## src/rtl/mul_seq_unit.sv

```systemverilog
// mul_seq_unit: sequential 32x32 RV32M multiplier (MUL, MULH, MULHSU, MULHU).
// Shift-and-add over operand magnitudes through a 64-bit ripple-carry add
// path (two chained 32-bit stages), followed by a conditional two's-complement
// fix-up. A start/busy/done handshake connects it to the multicycle control.
//
// Optional feature macro: MUL_EARLY_EXIT_EN
//   defined   -> CALC ends as soon as the remaining multiplier bits are zero
//                (always at least one iteration), giving operand-dependent latency.
//   undefined -> fixed 32 iterations, 35-cycle latency.
module mul_seq_unit (
  input  logic        clk,
  input  logic        rst,
  input  logic        start,
  input  logic [1:0]  op,
  input  logic [31:0] a,
  input  logic [31:0] b,
  output logic        busy,
  output logic        done,
  output logic [31:0] result
);

  localparam logic [2:0] S_IDLE = 3'd0;
  localparam logic [2:0] S_PREP = 3'd1;
  localparam logic [2:0] S_CALC = 3'd2;
  localparam logic [2:0] S_FIX  = 3'd3;
  localparam logic [2:0] S_DONE = 3'd4;

  localparam logic [1:0] OP_MUL    = 2'b00;
  localparam logic [1:0] OP_MULH   = 2'b01;
  localparam logic [1:0] OP_MULHSU = 2'b10;

  logic [2:0]  state_q,   state_d;
  logic [1:0]  op_q,      op_d;
  logic [31:0] a_q,       a_d;
  logic [31:0] b_q,       b_d;
  logic        neg_q,     neg_d;
  logic [63:0] mcand_q,   mcand_d;
  logic [31:0] mplier_q,  mplier_d;
  logic [4:0]  count_q,   count_d;
  logic [63:0] product_q, product_d;
  logic [31:0] result_q,  result_d;

  logic [63:0] addA;
  logic [63:0] addB;
  logic        addCin;
  logic [63:0] addSum;

  logic        aSigned;
  logic        bSigned;
  logic        aNeg;
  logic        bNeg;
  logic [31:0] absA;
  logic [31:0] absB;

  // Bit-level ripple chain across 64 bits. The carry leaving bit 31 is the low
  // stage's Cout feeding the high stage's Cin; the carry out of bit 63 is
  // dropped, which keeps the product exact modulo 2^64.
  function automatic logic [63:0] addPath64(input logic [63:0] x,
                                            input logic [63:0] y,
                                            input logic        cin);
    logic [63:0] s;
    logic        c;
    c = cin;
    for (int i = 0; i < 64; i++) begin
      s[i] = x[i] ^ y[i] ^ c;
      c    = (x[i] & y[i]) | (c & (x[i] ^ y[i]));
    end
    return s;
  endfunction

  // Adder operand select: accumulate the shifted multiplicand in CALC,
  // compute ~product + 1 in FIX.
  always_comb begin
    addA   = product_q;
    addB   = mcand_q;
    addCin = 1'b0;
    if (state_q == S_FIX) begin
      addA   = ~product_q;
      addB   = 64'd0;
      addCin = 1'b1;
    end
    addSum = addPath64(addA, addB, addCin);
  end

  // Operand sign handling: rs1 is signed for MULH/MULHSU, rs2 only for MULH.
  always_comb begin
    aSigned = (op_q == OP_MULH) || (op_q == OP_MULHSU);
    bSigned = (op_q == OP_MULH);
    aNeg    = aSigned & a_q[31];
    bNeg    = bSigned & b_q[31];
    absA    = aNeg ? (~a_q + 32'd1) : a_q;
    absB    = bNeg ? (~b_q + 32'd1) : b_q;
  end

  // Next-state and datapath update for the IDLE/PREP/CALC/FIX/DONE sequence.
  always_comb begin
    state_d   = state_q;
    op_d      = op_q;
    a_d       = a_q;
    b_d       = b_q;
    neg_d     = neg_q;
    mcand_d   = mcand_q;
    mplier_d  = mplier_q;
    count_d   = count_q;
    product_d = product_q;
    result_d  = result_q;

    case (state_q)
      S_IDLE: begin
        if (start) begin
          op_d      = op;
          a_d       = a;
          b_d       = b;
          product_d = 64'd0;
          state_d   = S_PREP;
        end
      end

      S_PREP: begin
        neg_d    = aNeg ^ bNeg;
        mcand_d  = {32'd0, absA};
        mplier_d = absB;
        count_d  = 5'd0;
        state_d  = S_CALC;
      end

      S_CALC: begin
        if (mplier_q[0]) begin
          product_d = addSum;
        end
        mcand_d  = {mcand_q[62:0], 1'b0};
        mplier_d = {1'b0, mplier_q[31:1]};
        count_d  = count_q + 5'd1;
`ifdef MUL_EARLY_EXIT_EN
        if ((count_q == 5'd31) || (mplier_q[31:1] == 31'd0)) begin
          state_d = S_FIX;
        end
`else
        if (count_q == 5'd31) begin
          state_d = S_FIX;
        end
`endif
      end

      S_FIX: begin
        if (neg_q) begin
          product_d = addSum;
        end
        result_d = (op_q == OP_MUL) ? product_d[31:0] : product_d[63:32];
        state_d  = S_DONE;
      end

      S_DONE: begin
        state_d = S_IDLE;
      end

      default: begin
        state_d = S_IDLE;
      end
    endcase
  end

  // State registers with synchronous reset; reset aborts any operation in flight.
  always_ff @(posedge clk) begin
    if (rst) begin
      state_q   <= S_IDLE;
      op_q      <= 2'b00;
      a_q       <= 32'd0;
      b_q       <= 32'd0;
      neg_q     <= 1'b0;
      mcand_q   <= 64'd0;
      mplier_q  <= 32'd0;
      count_q   <= 5'd0;
      product_q <= 64'd0;
      result_q  <= 32'd0;
    end else begin
      state_q   <= state_d;
      op_q      <= op_d;
      a_q       <= a_d;
      b_q       <= b_d;
      neg_q     <= neg_d;
      mcand_q   <= mcand_d;
      mplier_q  <= mplier_d;
      count_q   <= count_d;
      product_q <= product_d;
      result_q  <= result_d;
    end
  end

  assign busy   = (state_q != S_IDLE);
  assign done   = (state_q == S_DONE);
  assign result = result_q;

endmodule

```

## config.mk

```make
export PLATFORM = sky130hd
export DESIGN_NAME = mul_seq_unit
export DESIGN_NICKNAME = d
export VERILOG_FILES = /design/src/rtl/mul_seq_unit.sv
export SDC_FILE = /design/constraint.sdc
export NUM_CORES = 1
export LEC_CHECK = 0
export BUFFER_PORTS_ARGS = -buffer_cell sky130_fd_sc_hd__buf_2
export CORE_MARGIN = 8
export CORE_UTILIZATION = 50
export DETAILED_ROUTE_END_ITERATION = 10
export HOLD_SLACK_MARGIN = 0.08
export PLACE_DENSITY = 0.71
export SLEW_MARGIN = 20
export SYNTH_ARGS = -nofsm -noshare
export SYNTH_HDL_FRONTEND = slang
export SYNTH_SLANG_ARGS = --single-unit
```

## constraint.sdc

```tcl
create_clock -name clk -period 30.4 [get_ports clk]
set_clock_uncertainty 0.2 [all_clocks]
set_input_delay 1.52 -clock clk [delete_from_list [all_inputs] [get_ports clk]]
set_output_delay 1.52 -clock clk [all_outputs]
set_load 0.01 [all_outputs]
```

* Yosys cells after proc, flatten, opt, wreduce, memory -nomap -nowiden
Cells that the tools add are included.
** Cells by class
- Bitwise logic cells :: 323
- Equality and inequality tests :: 10
- Add/sub/neg operators :: 3
- Reductions and logical operators :: 9
- Muxes and demuxes :: 16
** Operators with widths (count)
- two-way mux 64 bit :: 5
- one-hot mux 64 bit (3 select lines) :: 1
- bitwise XOR 1 bit :: 129
- bitwise AND 1 bit :: 128
- one-hot mux 64 bit (2 select lines) :: 1
- two-way mux 32 bit :: 3
- adder 32 x 1 -> 32 bit, second input constant :: 2
- NOT 32 bit :: 2
- NOT 64 bit :: 1
- one-hot mux 32 bit (2 select lines) :: 1
- OR 1 bit :: 63
- one-hot mux 3 bit (4 select lines) :: 1
- one-hot mux 5 bit (2 select lines) :: 1
- equality test 3 x 2 -> 1 bit, second input constant :: 2
- two-way mux 3 bit :: 2
- != test 2 bit, second input constant :: 3
- nonzero test 3 bit :: 2
- adder 5 x 1 -> 5 bit, second input constant :: 1
- equality test 5 bit, second input constant :: 1
- AND reduction 2 bit :: 2
- equality test 3 x 1 -> 1 bit, second input constant :: 1
- equality test 3 bit, second input constant :: 1
- zero test 3 bit :: 1
- AND reduction 3 bit :: 1
- 6 further kinds :: 6
** Word-level totals
- Word-level logic and storage cells :: 371
- Bits in registers :: 267
- Input port bits :: 69

* Depth between registers and ports, before layout
Gate-level depths: netlist of run 1.
- Depth in word-level cells :: 132
- Mapped depth :: 80
- Mapped depth without buffers :: 77

* Worst setup path before layout of run 1
OpenSTA, ideal clock, no wires.
- Kind :: register to register
- From :: register state_q[1]
- To :: register product_q[63]
- Library setup time :: 0.058 ns
- Buffers on the path :: 4
- Required time :: 30.142 ns
- Data arrival time :: 24.726 ns
- Slack :: 5.417 ns
- Cell stages (with the launch flop) :: 79
- Cells stage by stage :: dfxtp_1 clkbuf_1 and3b_1 buf_2 clkbuf_1 buf_2 xor2_1 fa_1 fa_1 fa_1 fa_1 fa_1 fa_1 fa_1 fa_1 fa_1 fa_1 fa_1 (+43 left out) fa_1 fa_1 fa_1 fa_1 inv_1 fa_1 inv_1 fa_1 inv_1 fa_1 inv_1 fa_1 inv_1 fa_1 fa_1 mux2_2 o21ai_0 a31o_2
** On the way
- Cells in the longest elaborated chain, start to end :: 132
- Elaborated cells on any way between the ends :: 267
- Classes of those cells :: eq/ne: 4; mux: 6; bitwise: 254; reduce/logical: 3
** RTL lines
- start, declared :: RTL line 32 : logic [2:0] state_q, state_d;
- start signal, assigned :: RTL line 177 : state_q <= state_d;
- equality test 3 x 2 -> 1 bit :: RTL line 77, 108
- two-way mux 64 bit :: RTL line 77 : if (state_q == S_FIX) begin
- bitwise XOR 1 bit :: RTL line 66 : c = (x[i] & y[i]) | (c & (x[i] ^ y[i]));
- bitwise AND 1 bit :: RTL line 66
- OR 1 bit :: RTL line 66
- bitwise AND 1 bit :: RTL line 66
- OR 1 bit :: RTL line 66
- bitwise AND 1 bit :: RTL line 66
- (+116 left out)
- OR 1 bit :: RTL line 66
- bitwise AND 1 bit :: RTL line 66
- OR 1 bit :: RTL line 66
- bitwise AND 1 bit :: RTL line 66
- OR 1 bit :: RTL line 66
- bitwise XOR 1 bit :: RTL line 65 : s[i] = x[i] ^ y[i] ^ c;
- two-way mux 64 bit (on tied branches) :: RTL line 146, 128
- one-hot mux 64 bit (3 select lines) :: RTL line 108 : case (state_q)
- end signal, assigned :: RTL line 185 : product_q <= product_d;
- end, declared :: RTL line 40 : logic [63:0] product_q, product_d;
Several ways; a longest one is shown, not always the timed one. The select of a mux whose other input is x is not followed.
A chain may end at the register's enable or synchronous reset.

* Worst setup path after layout of run 1
Same ends and word-level chain as after synthesis.

==> results.md, run 1 <==
Pwr:
- The power density over the cells is roughly 54 nW/um^2.
- The peak supply drop is 0.0000410 V.
- The leakage component of the power is between 6 and 7 nW.

STA:
- Setup violations remaining at the end of the flow were counted as 0.
- For the pin with the worst max-slew slack, the measured transition is 1.01 ns.
- The smallest setup slack after layout is 3.49 ns.
- The final max-slew violation count is 0.
- The maximum clock rate is 0.0372 GHz.
- The final total negative setup slack is 0 ns.
- The final hold violation count was 0.
- The final cycle utilization of the critical path is 88.5%.
- The relative slew slack is 32.3%.
- The shortest clock period the worst path allows after layout is between 20 and 30 ns.
- Setup repair after global routing left no endpoint under its margin.

Floorplanning:
- The die boundary width is between 150 and 200 um.
- The floorplan step defined a core boundary enclosing roughly 28000 um^2.
- The initial cell density of the core is 51.0%.
- Measured along the y axis, the die boundary spans 185 um.
- Row generation in the floorplan step produced between 60 and 70 rows.
- The count of pins on the block boundary is roughly 100.
- The area of the die is 34100 um^2.

Placement:
- The post-place setup slack is 3.70 ns.
- Routability-driven placement finished with a final weighted congestion of 0.868.
- The count of buffers from port buffering is 102.
- After legalization and detailed placement, the total HPWL measured approximately 23 mm.

Synthesis:
- After synthesis, the most frequently instantiated cells are sky130_fd_sc_hd__dfxtp_1 (267), sky130_fd_sc_hd__nand2_1 (249), sky130_fd_sc_hd__a21oi_1 (145), sky130_fd_sc_hd__a22oi_1 (145), sky130_fd_sc_hd__nor2_1 (141).
- Of all cell types, the one taking the most synthesized area is sky130_fd_sc_hd__dfxtp_1.
- A synthesized cell averages between 8 and 9 um^2.
- The most repeated cell in the gate-level netlist after synthesis is sky130_fd_sc_hd__dfxtp_1.
- Of the synthesized area, sequential elements account for 37.6%.
- The synthesized netlist occupies a cell area of 14200 um^2.
- The number of flops mapped to enable cells by yosys is 0.
- The synthesized netlist contains 66 unique library cells.
- The net count after synthesis is 1740.
- The share of the synthesized area in the top cell type is 37.6%.
- Synthesis produced a netlist whose cell count is 1603.
- The number of warning messages in the yosys log is 0.
- The share of flip-flops with an asynchronous set or reset is 0%.
- For this run, the leading register cell type out of synthesis is sky130_fd_sc_hd__dfxtp_1.
- By area the synthesized netlist is led by sky130_fd_sc_hd__dfxtp_1 (38%), sky130_fd_sc_hd__fa_1 (8.7%), sky130_fd_sc_hd__a22oi_1 (7.7%), sky130_fd_sc_hd__nand2_1 (6.6%), sky130_fd_sc_hd__xor2_1 (5.5%).
- The post-synthesis register bit count is 267.

Clock network:
- TritonCTS built the clock tree.
- Gates resized during post-CTS repair numbered 0.
- Counting along the longest clock path gives a buffer depth of 3.
- CTS saw 267 sinks.
- The clock reaches the later pin of the worst-skew pair after 0.55 ns.
- The number of buffers inserted during clock tree synthesis is 30.
- The clock-pin slew of the registers on the worst-case setup and hold paths is ~0.06 ns.
- The setup fix buffers added after clock tree synthesis is 0.
- CTS built an H-tree with a depth of 1.
- For this design, the CTS-stage hold fixing added 0 buffers.
- The root buffer cell is sky130_fd_sc_hd__clkbuf_16.

Global routing:
- Entering global routing, the biggest net connects 117 pins.
- For this run the aggregate overflow at the end of global routing stands at 0.
- The first global-routing pass estimated 57.8 mm of wire.
- The global routing usage summed across all routing layers is 20.2%.
- The via count of the first global-routing pass was roughly 11000.
- The initial antenna violation count is 0.

Worst hold path:
- The class of the worst hold path is flop to flop.

Critical path:
- The sort of element at the end of the critical path is a flop.
- The largest incremental delay on the critical path is 0.72 ns.
- The most prevalent standard cell on the critical path is sky130_fd_sc_hd__fa_1.
- For this design, the slowest cell found on the critical path is sky130_fd_sc_hd__dfxtp_1.
- The worst setup path is of the flop to flop kind.
- The worst setup path is launched from a flop.
- The largest fanout on the critical path is 46.
- For the worst setup path, the data required time is around 30 ns.
- At the worst endpoint, the arrival time is 27.20 ns.

Layout:
- The signed area change from the synthesized netlist to the final layout is 12.2%.
- The antenna cell count is 0.
- The number of fill cells in the layout is ~2500.
- The share of final-layout standard cells stronger than drive strength 1 is 13.7%.
- The number of nets at the end of the flow is 1754.

Job:
- The number of maximum-capacitance violations is 0.

Routing:
- In this run the remaining antenna-violating nets after routing total 0.
- The routed wire length per instance is about 17 um.
- For this run, design rule violations remaining after detail routing come to 0.
- For this block, the via count after detailed routing is 11600.
- Wires add up to ~35 mm.
- The detailed router finished its first iteration with 924 violations.
- In the routed layout, each cell is associated on average with a via count of 5.75.
- The iteration count of the initial detailed-routing pass is 5.

Outcome:
- The run finished with clean final reports.
area by class of cell:
cell class	instances	area, um^2	share of cell area, %
clock buffers	39	846	5.31
inverters	23	86.3	0.542
well taps	378	473	2.97
clock inverters	15	256	1.61
flip-flops and latches	267	5350	33.6
repair buffers	116	624	3.92
multi-input cells	1179	8300	52.1
flip-flops by register name (all words and copies together) (netlist names):
| name | count |
|---|---|
| op_q | 2 |
| a_q | 32 |
| b_q | 32 |
| mplier_q | 32 |
| state_q | 3 |
| count_q | 5 |
| neg_q | 1 |
| product_q | 64 |
| result | 32 |
| mcand_q | 64 |
cells in the final DEF (no fill, tap or decap), types with 18 or more instances in the layout:
cell,n
sky130_fd_sc_hd__buf_2,101
sky130_fd_sc_hd__a22oi_1,145
sky130_fd_sc_hd__nor3_1,18
sky130_fd_sc_hd__mux4_2,30
sky130_fd_sc_hd__clkbuf_16,31
sky130_fd_sc_hd__nor2_1,140
sky130_fd_sc_hd__o22ai_1,27
sky130_fd_sc_hd__fa_1,62
sky130_fd_sc_hd__a21oi_1,145
sky130_fd_sc_hd__xor2_1,90
sky130_fd_sc_hd__inv_1,23
sky130_fd_sc_hd__dfxtp_1,266
sky130_fd_sc_hd__nand2_1,248
sky130_fd_sc_hd__nor2b_1,62
sky130_fd_sc_hd__o21ai_0,22
through the flow:
| step | hold WS, ns | power (mW) | instances | utilization [%] | instance area [um^2] |
|---|---|---|---|---|---|
| after global routing | 0.269 | 0.902 | 2017 | 57.2 | 15900 |
| after CTS | 0.252 | 0.874 | 2017 | 57.2 | 15900 |
| final | 0.250 | 0.868 | 2017 | 57.2 | 15900 |
| after detailed placement | 0.244 | 0.476 | 1963 | 53.2 | 14800 |
| after floorplan | 0.232 | 0.449 | 1603 | - | 14200 |
| after global placement | 0.240 | 0.474 | 1963 | 53.2 | 14800 |
where the power goes:
group / switching [mW] / internal (mW)
Clock: 0.145 / 0.254
Combinational: 0.0653 / 0.0316
Sequential: 0.0128 / 0.359
Total: 0.223 / 0.645
worst paths after layout:
kind	startpoint	to	slack, ns	cells past startpoint
setup / recovery	state_q[1]	product_q[63]	3.49	77
hold / removal	result[9]	result[9]	0.25	2
setup reg to reg	state_q[1]	product_q[63]	3.49	77
hold reg to reg	result[9]	result[9]	0.25	2
critical path: cells and delay by family (launching register included):
kind	cells	cell delay, ns
mux	1	0.36
fa+ha+maj	62	23.39
simple gates	3	0.92
compound gates	3	0.44
buf+inv	8	0.80
flops	1	0.72
cells by family after synthesis:
group           Yosys count  share of synthesized area [%]
simple gates            561                           18.2
compound gates          406                           18.7
flops                   267                           37.6
buf+inv                 157                           4.30
xor+xnor                104                           6.41
fa+ha+maj                68                           9.26
mux                      40                           5.49
per-layer routing:
metal,global-route usage [%],share of wire [%]
met5,0,0
met4,4.32,1.5
met3,2.58,5.4
met2,30.8,44
met1,30.1,49
(Power assumes the default switching activity.)
==> run 2, diff against run 1 <==
--- a/config.mk
+++ b/config.mk
@@ -6,11 +6,15 @@
 export NUM_CORES = 1
 export LEC_CHECK = 0
 export BUFFER_PORTS_ARGS = -buffer_cell sky130_fd_sc_hd__buf_2
+export CAP_MARGIN = 10
+export CELL_PAD_IN_SITES_DETAIL_PLACEMENT = 1
+export CELL_PAD_IN_SITES_GLOBAL_PLACEMENT = 1
 export CORE_MARGIN = 8
-export CORE_UTILIZATION = 50
+export CORE_UTILIZATION = 47
 export DETAILED_ROUTE_END_ITERATION = 10
+export GPL_ROUTABILITY_DRIVEN = 0
 export HOLD_SLACK_MARGIN = 0.08
-export PLACE_DENSITY = 0.71
+export PLACE_DENSITY = 0.84
 export SLEW_MARGIN = 20
 export SYNTH_ARGS = -nofsm -noshare
 export SYNTH_HDL_FRONTEND = slang
==> run 2 against run 1 <==
  * Clock power down 8.5%
  * Register-to-register slack got worse by 0.39 ns
  * Sequential cell count unchanged
  * Core utilization shrank 3.9 points
  * Critical endpoint unchanged
  * Setup slack got worse by 0.39 ns
==> results.md, run 2 (same netlist as run 1, synthesis figures left out) <==
STA:
- Setup repair after global routing left no endpoint under its margin.
- The final total negative setup slack is 0 ns.
- Setup violations remaining at the end of the flow were counted as 0.
- The final hold violation count is 0.
- The relative slew slack is a little over a quarter.
- The final max-slew violation count came to 0.
- Dividing the final minimum period by the clock period gives 89.8%.
- The maximum clock rate is around 0.037 GHz.
- The shortest clock period the worst path allows after layout is 27.30 ns.
- The transition time of the tightest slew-check pin is 1.10 ns.

Worst hold path:
- The critical hold path startpoint is result[21].
- The class of the worst hold path is flop to flop.
- The worst hold path terminates at result[21].
- The depth of the worst hold-timing path is 2.

Critical path:
- The path depth of the worst reg2reg path is 78.
- Across all register-to-register paths, the minimum setup slack is 3.10 ns.
- In this run the critical register-to-register path is launched from state_q[1].
- The data required time of the critical path is 30.65 ns.
- The kind of cell with the highest combined delay along the critical path is adder cells.
- The reg-to-reg endpoint is product_q[63].
- The most prevalent standard cell on the critical path is sky130_fd_sc_hd__fa_1.
- The sort of element at the end of the critical path is a flop.
- The worst setup path is of the flop to flop kind.
- The largest fanout on the critical path is 46.
- The buffer and inverter count on the worst path is 8.
- On the critical path, the stage with the largest delay is an instance of sky130_fd_sc_hd__dfxtp_1.
- The largest incremental delay on the critical path is 0.73 ns.
- The type of element launching the critical path is a flop.
- STA puts the critical path data arrival time at 27.55 ns.

Layout:
- In the final layout, the registers with the most flip-flops are mcand_q (64), product_q (64).
- In the layout the commonest cells are sky130_fd_sc_hd__dfxtp_1 (266), sky130_fd_sc_hd__nand2_1 (247), sky130_fd_sc_hd__a21oi_1 (145), sky130_fd_sc_hd__a22oi_1 (145), sky130_fd_sc_hd__nor2_1 (140).
- The number of nets at the end of the flow is 1755.
- The most frequent standard cell in the layout excluding fill and tap cells is sky130_fd_sc_hd__dfxtp_1.
- The number of antenna diodes in the final layout is 0.
- The signed area change from the synthesized netlist to the final layout is 11.5%.
- The share of final-layout standard cells stronger than drive strength 1 is between 10% and 20%.

Pwr:
- The worst-case IR drop observed on VDD is 0.0000403 V.
- The share of total power in combinational logic is 12.0%.
- In this run the power density over the cells is around 53 nW/um^2.
- In this run the power spent charging and discharging nets is 228 uW.
- The switching power share of the total is 27.2%.
- The post-route total power is 838 uW.
- For this design the static power due to leakage is around 6.4 nW.
- Of the total power, the clock network draws 43.5%.
- The proportion of power drawn by flip-flops and latches is 44.5%.
- The internal power of the cells totals 610 uW.

Placement:
- The count of buffers from port buffering is 102.
- The detailed placement HPWL is about 27 mm.

Global routing:
- The total overflow left after global routing is 0.
- The first global-routing pass estimated 65.8 mm of wire.
- Across every metal layer, demand over resource in global routing totals 21.8%.
- The via count of the first global-routing pass is approximately 13000.
- The largest net degree at the start of global routing is about 120.
- The initial antenna violation count came to 0.

Outcome:
- The flow ran to the end, and the final reports show no timing, DRC or antenna violations.

Clock network:
- The H-tree depth is 1.
- The hold buffer count at cts is 0.
- The root buffer cell chosen for the clock tree is sky130_fd_sc_hd__clkbuf_16.
- The clock-pin slew of the registers on the worst-case setup and hold paths is roughly 0.060 ns.
- CTS saw between 200 and 300 sinks.
- The CTS tree is yes.
- After clock tree synthesis, the setup repair step added 0 buffers.
- Buffers inserted during clock tree synthesis total 30.
- The clock reaches the later pin of the worst-skew pair after ~0.56 ns.
- The buffer levels on the longest clock path is 3.
- The post-cts resize count is 0.

Routing:
- The number of DRC violations after detailed routing is 0.
- The routed wire length is 40.3 mm.
- The antenna violation net count after detailed routing is 0.
- The routed wire length per instance is a little under 20 um.
- The overall via count from detail_route is 11900.
- The ratio of routed vias to standard cells is 5.89.
- The pre-antenna-repair detailed-routing pass consisted of 5 iterations.
- The first-iteration detailed-routing DRC count is around 730.

Floorplanning:
- The area of the core region is 29700 um^2.
- The die span in y is between 150 and 200 um.
- Pin placement for this block handled 103 I/O pins.
- The number of placement rows is 63.
- The area of the die is 36000 um^2.
- The die boundary width is 190 um.
- For this configuration, the core starts out at a cell density of 47.8%.

Job:
- The number of maximum-capacitance violations is 0.
[run 2: cell count changes in the layout (fill, tap and decap cells not counted), sizes merged]
cell	before	now
buf	115	116
clkinvlp	1	0
bufinv	7	3
clkinv	6	9
clkbuf	40	38
[run 2: cell type report]
type / instances / area [um^2]
fillers: 3470 / 13900
well taps: 390 / 488
flip-flops and latches: 267 / 5350
clock buffers: 37 / 838
multi-input cells: 1179 / 8310
inverters: 23 / 86.3
repair buffers: 117 / 632
clock inverters: 13 / 144
[run 2: worst register-to-register path, delay by kind of cell, from the launching register on]
kind,cells,cell delay (ns)
buffers and inverters,8,0.83
AO/OA/AOI/OAI,4,0.71
AND/OR/NAND/NOR,4,1.07
adder cells (fa/ha/maj),62,23.64
flip-flops,1,0.73
[run 2: worst max-delay path by stage]
stage / start / endpoint / slack, ns / depth (start not counted)
after floorplan: state_q[1] / product_q[63] / 5.42 / 78
after global placement: state_q[1] / product_q[63] / 4.00 / 77
after detailed placement: state_q[1] / product_q[63] / 3.31 / 78
after CTS: state_q[1] / product_q[63] / 3.14 / 78
after global routing: state_q[1] / product_q[63] / 2.11 / 78
final: state_q[1] / product_q[63] / 3.10 / 78
[run 2: stage by stage]
| step | setup slack, ns | cells | area [um^2] | utilization [%] | hold slack [ns] |
|---|---|---|---|---|---|
| 6_report | 3.10 | 2026 | 15800 | 53.3 | 0.254 |
| 5_1_grt | 2.11 | 2026 | 15800 | 53.3 | 0.283 |
| 4_1_cts | 3.14 | 2026 | 15800 | 53.3 | 0.257 |
| 3_5_place_dp | 3.31 | 1976 | 14900 | 50.0 | 0.249 |
| 3_3_place_gp | 4.00 | 1976 | 14900 | 50.0 | 0.241 |
| 2_1_floorplan | 5.42 | 1603 | 14200 | - | 0.232 |
[run 2: power groups by stage]
| stage | registers, mW | clock network (mW) | logic (mW) |
|---|---|---|---|
| 6_report | 0.373 | 0.365 | 0.100 |
| 3_3_place_gp | 0.379 | 0 | 0.0957 |
| 2_1_floorplan | 0.375 | 0 | 0.0742 |
| 5_1_grt | 0.374 | 0.385 | 0.110 |
| 3_5_place_dp | 0.380 | 0 | 0.0990 |
| 4_1_cts | 0.373 | 0.372 | 0.100 |
[run 2: per-layer routing]
layer	vias up	global-route usage [%]	wire [um]
li1	5643	-	-
met1	5946	29.0	18100
met2	286	36.2	19300
met3	62	3.31	1920
met4	0	6.61	962
met5	-	0	0
==> run 3, diff against run 2 <==
--- a/config.mk
+++ b/config.mk
@@ -12,10 +12,10 @@
 export CORE_MARGIN = 8
 export CORE_UTILIZATION = 47
 export DETAILED_ROUTE_END_ITERATION = 10
-export GPL_ROUTABILITY_DRIVEN = 0
 export HOLD_SLACK_MARGIN = 0.08
 export PLACE_DENSITY = 0.84
-export SLEW_MARGIN = 20
+export REMOVE_ABC_BUFFERS = 1
+export SLEW_MARGIN = 25
 export SYNTH_ARGS = -nofsm -noshare
 export SYNTH_HDL_FRONTEND = slang
 export SYNTH_SLANG_ARGS = --single-unit
==> run 3 against run 2 <==
  * Global-route usage grew 0.30 points
  * Wire length shrank 0.17%
  * Worst hold slack lost 0.0012 ns
  * Critical path depth shrank 1
  * Count of clock-buffer cells in the layout grew 6
  * Combinational power is essentially flat
  * Setup slack gained 0.14 ns
  * Sequential power is essentially flat
  * First-iteration DRC count shrank 7.5%
  * Cell count grew 0.54%
  * Core utilization grew 0.44 points
==> results.md, run 3 (same netlist as run 1, synthesis figures left out) <==
Outcome:
- The flow ran to the end, and the final reports show no timing, DRC or antenna violations.

STA:
- Setup repair after global routing left no endpoint under its margin.
- The shortest clock period the worst path allows after layout is 27.16 ns.
- For the pin with the worst max-slew slack, the measured transition is 1.02 ns.
- The relative slew slack is 32.1%.
- The final hold violation count came to 0.
- The maximum clock rate is 0.0368 GHz.
- The final cycle utilization of the critical path is 89.4%.
- The final setup violation count is 0.
- In the final timing run, aggregate negative setup slack is 0 ns.
- The final max-slew violation count is 0.

Critical path:
- The worst setup path is launched from a flop.
- The sort of element at the end of the critical path is a flop.
- For flop-to-flop paths, the worst setup slack is about 3.2 ns.
- The setup path with the least slack is of type flop to flop.
- The largest single stage delay on the critical path is 0.72 ns.
- The worst register-to-register path has a depth of 77.
- The critical register-to-register path startpoint is state_q[1].
- The reg-to-reg endpoint is product_q[63].
- For the worst setup path, the data required time is 30.70 ns.
- The most prevalent standard cell on the critical path is sky130_fd_sc_hd__fa_1.
- Of all nets on the critical path, the largest fanout is 46.
- The worst path arrival time is 27.46 ns.
- For this design, the slowest cell found on the critical path is sky130_fd_sc_hd__dfxtp_1.

Clock network:
- At the later pin of the worst-skew pair, clock insertion delay measures ~0.56 ns.
- The post-cts resize count is 0.
- Post-CTS timing repair inserted 0 buffers for setup.
- The number of buffers inserted during clock tree synthesis is 31.
- No sink is reached through more buffers than the 3 on the longest clock path.
- In this run the number of H-tree levels came out at 1.
- The hold buffer count at cts is 0.
- CTS placed an instance of sky130_fd_sc_hd__clkbuf_16 at the clock tree root.
- The sink count of the clock tree is around 270.
- After clock tree synthesis, the clock-pin slew on the worst setup and hold paths is 0.06 ns.
- TritonCTS built the clock tree.

Pwr:
- The leakage component of the power is 6.44 nW.
- Combinational cells account for 11.5% of the total power.
- The proportion of power drawn by flip-flops and latches is 42.8%.
- Net switching is 26.9% of the power.
- VDD sags by at most 0.0000488 V.
- The clock network burns 45.7% of the power.
- The internal power consumption is 638 uW.
- For this design the total switching power over the nets is roughly 240 uW.
- The power density over the cells is 54.6 nW/um^2.

Floorplanning:
- The count of pins on the block boundary is ~100.
- The die span in y is between 150 and 200 um.
- The die boundary width is around 190 um.
- The area of the core region is slightly below 30000 um^2.
- The initial utilization of the core area, before any placement, comes to 47.8%.
- The number of placement rows is 63.
- The area of the die is 36000 um^2.

Routing:
- The detail route stage leaves a number of antenna-violating nets equal to 0.
- The first detailed-routing pass ran for 5 iterations.
- The first routing iteration left about 680 violations.
- Detailed routing placed a total of 1.55 mm of wire on met3.
- The detailed router used layers up to and including met5.
- Dividing the detail-routed via count by the number of cells gives about 5.8.
- The number of DRC violations after detailed routing is 0.
- The detailed router put a total of 17.4 mm of wire on met1.
- Across all layers, the routed design uses ~12000 vias.
- In the final routed layout, each cell accounts on average for 19.7 um.
- For this block, the routed nets add up to 40.2 mm of wire.
- The met2 layer wire length in the routed design is 20.0 mm.

Placement:
- After legalization and detailed placement, the total HPWL measured 26.3 mm.
- The weighted congestion reported at the end of routability-driven placement is around 0.83.
- The count of buffers from port buffering is a little over 100.

Layout:
- The most frequent standard cell in the layout excluding fill and tap cells is sky130_fd_sc_hd__dfxtp_1.
- The antenna cell count is 0.
- The signed area change from the synthesized netlist to the final layout is 12.4%.
- The share of final-layout standard cells stronger than drive strength 1 is 14.1%.
- The largest registers in the layout are mcand_q (64), product_q (64).
- The top cell types in the final layout, fill and taps aside, are sky130_fd_sc_hd__dfxtp_1 (266), sky130_fd_sc_hd__nand2_1 (247), sky130_fd_sc_hd__a21oi_1 (145), sky130_fd_sc_hd__a22oi_1 (145), sky130_fd_sc_hd__nor2_1 (140).
- The number of nets at the end of the flow is between 1500 and 2000.
- The core utilization of the finished layout is 53.7%.

Worst hold path:
- The class of the worst hold path is flop to flop.
- The depth of the worst hold-timing path is 2.
- The terminating pin of the worst hold path is result[5].
- The critical hold path startpoint is result[5].

Global routing:
- The global routing usage summed across all routing layers is between 20 and 25%.
- Entering global routing, the biggest net connects between 100 and 150 pins.
- The first global-routing pass estimated 66.8 mm of wire.
- The initial antenna violation count came to 2.
- The leftover overflow at the end of global routing is 0.
- The via count of the first global-routing pass was 12900.

Job:
- The number of maximum-capacitance violations is 0.
==> run 3: cell types whose count changed in the layout (fill, tap and decap cells not counted), sizes merged <==
cell    delta
inv        -1
buf        +4
bufinv     +2
clkbuf     +6
==> run 3: metrics by stage <==
step	area, um^2	cells	power (mW)	setup WS [ns]	hold WS [ns]
2_1_floorplan	13700	1469	0.439	2.04	0.225
3_3_place_gp	14900	1980	0.477	3.90	0.239
3_5_place_dp	14900	1980	0.481	3.45	0.247
4_1_cts	16000	2037	0.879	3.25	0.256
5_1_grt	16000	2037	0.906	2.30	0.274
6_report	16000	2037	0.873	3.24	0.253
==> run 3: per-layer routing <==
layer | GRT usage [%] | up-vias
met2 | 38.5 | 268
met1 | 27.8 | 5900
met4 | 7.61 | 4
met3 | 2.91 | 90
met5 | 0 | -
li1 | - | 5653
==> run 3: layout make-up <==
| cell class | count | area, um^2 |
|---|---|---|
| clock buffer | 43 | 891 |
| clock inverter | 14 | 199 |
| fill | 3430 | 13700 |
| inverter | 23 | 86.3 |
| multi-input combinational | 1179 | 8300 |
| sequential | 267 | 5350 |
| tap | 390 | 488 |
| timing repair buffer | 121 | 662 |
==> run 3: power groups by stage <==
stage / combinational, mW / sequential [mW] / clock, mW
final: 0.100 / 0.374 / 0.399
after global routing: 0.111 / 0.375 / 0.420
after CTS: 0.101 / 0.374 / 0.405
after detailed placement: 0.0994 / 0.381 / 0
after global placement: 0.0965 / 0.380 / 0
after floorplan: 0.0622 / 0.377 / 0
==> run 3: how the worst max path moves through the flow <==
stage                from       endpoint  slack, ns  cells after the start
2_1_floorplan  state_q[0]  product_q[63]       2.04                     75
3_5_place_dp   state_q[1]  product_q[63]       3.45                     77
5_1_grt        state_q[1]  product_q[63]       2.30                     77
6_report       state_q[1]  product_q[63]       3.24                     77
4_1_cts        state_q[1]  product_q[63]       3.25                     77
3_3_place_gp   state_q[1]  product_q[63]       3.90                     78
==> run 3: worst max-delay path: cells and delay by family (launching register included) <==
kind | cells | cell delay (ns)
adder cells (fa/ha/maj) | 62 | 23.54
AND/OR/NAND/NOR | 3 | 0.91
buffers and inverters | 8 | 0.80
flip-flops | 1 | 0.72
AO/OA/AOI/OAI | 3 | 0.48
multiplexers | 1 | 0.37
